## src/rtl/round_robin_arbiter_pkg.sv

```systemverilog
// Shared helpers for the round-robin arbiter: pointer sizing.
package round_robin_arbiter_pkg;

    // Index width for a client count; never below one bit.
    function automatic int unsigned ptr_width(input int unsigned clients);
        return (clients <= 2) ? 1 : $clog2(clients);
    endfunction

endpackage

```

## src/rtl/round_robin_arbiter_rr_pick.sv

```systemverilog
// Rotating priority encoder: first eligible client after `last`, wrapping, ending at `last`.
module rr_pick
    import round_robin_arbiter_pkg::*;
#(
    parameter int unsigned CLIENTS = 32,
    parameter int unsigned PTR_W   = ptr_width(CLIENTS)
) (
    input  logic [CLIENTS-1:0] elig,
    input  logic [PTR_W-1:0]   last,
    output logic               valid,
    output logic [PTR_W-1:0]   winner
);

    int unsigned      pos;
    logic [PTR_W-1:0] idx;

    // Walk offsets 1..CLIENTS from last; the first hit wins.
    always_comb begin
        valid  = 1'b0;
        winner = '0;
        pos    = 0;
        idx    = '0;
        for (int unsigned k = 1; k <= CLIENTS; k++) begin
            pos = int'(last) + k;
            if (pos >= CLIENTS) begin
                pos = pos - CLIENTS;
            end
            idx = PTR_W'(pos);
            if (!valid && elig[idx]) begin
                valid  = 1'b1;
                winner = idx;
            end
        end
    end

endmodule

```

## src/rtl/round_robin_arbiter.sv

```systemverilog
// Round-robin arbiter with registered one-hot grant, stall freeze and synchronous reset.
module round_robin_arbiter
    import round_robin_arbiter_pkg::*;
#(
    parameter int unsigned CLIENTS = 32
) (
    input  logic               clock,
    input  logic               reset,
    input  logic [CLIENTS-1:0] request,
    input  logic               stall,
    output logic [CLIENTS-1:0] grant
);

    localparam int unsigned PTR_W = ptr_width(CLIENTS);

    logic [PTR_W-1:0]   last;
    logic [CLIENTS-1:0] elig;
    logic               pick_valid;
    logic [PTR_W-1:0]   pick_winner;

    // A client granted this cycle may still be requesting, so mask it out.
    assign elig = request & ~grant;

    rr_pick #(
        .CLIENTS (CLIENTS),
        .PTR_W   (PTR_W)
    ) u_pick (
        .elig   (elig),
        .last   (last),
        .valid  (pick_valid),
        .winner (pick_winner)
    );

    always_ff @(posedge clock) begin
        if (reset) begin
            grant <= '0;
            last  <= PTR_W'(CLIENTS - 1);
        end else if (stall || !pick_valid) begin
            grant <= '0;
        end else begin
            grant <= CLIENTS'(1) << pick_winner;
            last  <= pick_winner;
        end
    end

endmodule

```

## config.mk

```make
export PLATFORM = sky130hd
export DESIGN_NAME = round_robin_arbiter
export DESIGN_NICKNAME = d
export VERILOG_FILES = /design/src/rtl/round_robin_arbiter_pkg.sv /design/src/rtl/round_robin_arbiter_rr_pick.sv /design/src/rtl/round_robin_arbiter.sv
export SDC_FILE = /design/constraint.sdc
export NUM_CORES = 1
export LEC_CHECK = 0
export ABC_AREA = 1
export BUFFER_PORTS_ARGS = -buffer_cell sky130_fd_sc_hd__buf_2
export CAP_MARGIN = 40
export CORE_MARGIN = 1.5
export CORE_UTILIZATION = 48
export CTS_CLUSTER_DIAMETER = 80
export DETAILED_ROUTE_END_ITERATION = 6
export HOLD_SLACK_MARGIN = 0.06
export PLACE_DENSITY = 0.64
export SYNTH_ARGS = -nofsm -noshare
export SYNTH_HDL_FRONTEND = slang
export SYNTH_HIERARCHICAL = 1
export SYNTH_SLANG_ARGS = --single-unit
```

## constraint.sdc

```tcl
create_clock -name clock -period 6.3 [get_ports clock]
set_clock_uncertainty 0.2 [all_clocks]
set_input_delay 0.63 -clock clock [delete_from_list [all_inputs] [get_ports clock]]
set_output_delay 0.63 -clock clock [all_outputs]
set_load 0.005 [all_outputs]
```

==> results_dict.tcl <==
set metrics [dict create \
    die-area_um2 12100 \
    start_util 0.500 \
    mostFrequentLayoutCell "nand3_1" \
    slowest_delay_ns 0.34 \
    cts_hold_buf 0 \
    io_pins 67 \
    grt_max_degree 35 \
    crit_arrival_ns 5.81 \
    antenna_cells 0 \
    synthCells 1005 \
    path_class "reg2reg" \
    yosysWarnings 6 \
    async_reset_ff_frac 0 \
    cp.required_ns 6.26 \
    fmax_ghz 0.171 \
    max-cap-violations 0 \
    cts_buffers 5 \
    cts_tree "done" \
    clk_path_buf_depth 2 \
    numClockSinks 37 \
    drt-initial-drc-count 959 \
    routabilityCongestion 1.06 \
    ys_types 43 \
    rsz0062_at_grt "false" \
    grt_pass1_vias 6113 \
    ys_ff_latch 37 \
    nFillCells 1244 \
    synth-edff-count 0 \
    post_drt_wl_per_cell_um 19.0 \
    violations "DRC" \
    setup_viol 0 \
    use_met2 0.574 \
    worst_pin_slew_ns 0.940 \
    clkSlewWorstSetupHoldPaths_ns 0.06 \
    period_share 0.928 \
    drive_above_1_share 0.148 \
    cts_root_buffer "clkbuf_16" \
    nets 1115 \
    syn_to_final_growth_pct 12.1 \
    drtAntennaViolNets 0 \
    cp_max_fo 12 \
    ys_seq_area_frac 0.134 \
    vias 7128 \
    grt_pass1_wl_um 34100 \
    layout_common_cells "nand3_1 (247), nand2_1 (218), nor2_1 (174)" \
    crit_slowest_cell "dfxtp_1" \
    htreeDepth 2 \
    synth_nets 1053 \
    die_w_um 110 \
    period_needed_ns 5.84 \
    vias_per_cell 5.90 \
    hp-class "in2reg" \
    setup_tns_ns 0 \
    grtUsageTotal 0.384 \
    dr.pass1.iters 7 \
    status "complete, but fails checks" \
    cpMostUsedCell "nor2_4" \
    post-route-drc-count 1 \
    endpoint_kind "register" \
    gr-max-usage-layer "met2" \
    crit_path_start_kind "register" \
    overflow 0 \
    syn_avg_cell_area_um2 5.48 \
    use_met3 0.0770 \
    antenna_found_initial 0 \
    hold_viol 0 \
    wl_um 22900 \
    max_slew_margin 0.370 \
    core_um2 11000 \
    grt_util_met1 0.550 \
    rows 38 \
    syn_area_um2 5510 \
    slew_violations 0 \
    die_y_um 110 \
    synth_ff_type "dfxtp_1" \
    clkLatencyLatePin_ns 0.28 \
    dp_hpwl_um 18400 \
    port_buffers 66 \
    dp_cells 1197 \
    fin_cells 1208 \
]
per-layer routing:
metal,vias to the layer above,share of wire
met5,-,0
met4,0,0.030
met3,51,0.13
met2,428,0.42
met1,3215,0.42
li1,3434,-
sequential cells by signal (all words and copies together), names as in the netlist:
| register | cells |
|---|---|
| grant | 32 |
| last | 5 |
final timing paths:
path	startpoint	endpoint	slack, ns	cells past startpoint
max reg2reg	last[0]	grant[4]	0.46	31
min reg2reg	last[0]	last[0]	0.56	3
max	last[0]	grant[4]	0.46	31
min	reset	last[3]	0.43	3
stage by stage:
step / hold WS, ns / utilization / area [um2] / worst slack, ns
6_report: 0.430 / 0.560 / 6180 / 0.456
5_1_grt: 0.457 / 0.560 / 6180 / 0.00505
4_1_cts: 0.431 / 0.556 / 6140 / 0.403
3_5_place_dp: 0.511 / 0.541 / 5970 / 0.423
3_3_place_gp: 0.513 / 0.540 / 5960 / 0.524
2_1_floorplan: 0.243 / - / 5510 / 0.938
cell type report:
class	instances	area (um2)	share of cell area
clock buffer	5	125	0.0202
clock inverter	3	46.3	0.00749
inverter	121	459	0.0743
multi-input combinational	810	4110	0.665
sequential	37	742	0.120
tap	140	175	0.0283
timing repair buffer	92	523	0.0846
worst max-delay path: cells and delay by family (launching register included):
family | cells | cell delay [ns]
adders and majority gates | 1 | 0.25
buffers and inverters | 5 | 0.92
DFF | 1 | 0.34
and+or+nand+nor | 25 | 3.99
cells by family (layout without fill, tap and decap cells):
group | after synthesis | in the layout | share of synthesized area
buffers and inverters | 158 | 221 | 0.123
XOR/XNOR | 18 | 18 | 0.0327
AO/OA/AOI/OAI | 49 | 49 | 0.0540
adder cells (fa/ha/maj) | 13 | 13 | 0.0295
multiplexers | 3 | 3 | 0.00545
flip-flops | 37 | 37 | 0.134
AND/OR/NAND/NOR | 727 | 727 | 0.621
cell usage after synthesis, types with 6 or more instances:
master | instances | share of area
a21oi_1 | 7 | 0.0064
a31oi_1 | 9 | 0.010
buf_2 | 17 | 0.015
buf_4 | 6 | 0.0082
clkbuf_1 | 8 | 0.0054
dfxtp_1 | 37 | 0.13
ha_1 | 13 | 0.030
inv_1 | 105 | 0.072
inv_2 | 14 | 0.0095
nand2_1 | 218 | 0.15
nand3_1 | 247 | 0.22
nand3_2 | 6 | 0.011
nand4_1 | 40 | 0.045
nor2_1 | 174 | 0.12
nor2_4 | 6 | 0.012
nor3_1 | 8 | 0.0073
o21ai_0 | 20 | 0.018
xor2_1 | 13 | 0.021
repair_timing:
item	CTS	global route
endpoints found under the setup margin	0	32
buffers inserted	0	3
gates resized for setup	0	6
Power is not shown: default switching activity piles up to over one toggle a cycle in this logic, so the estimate is an artifact.
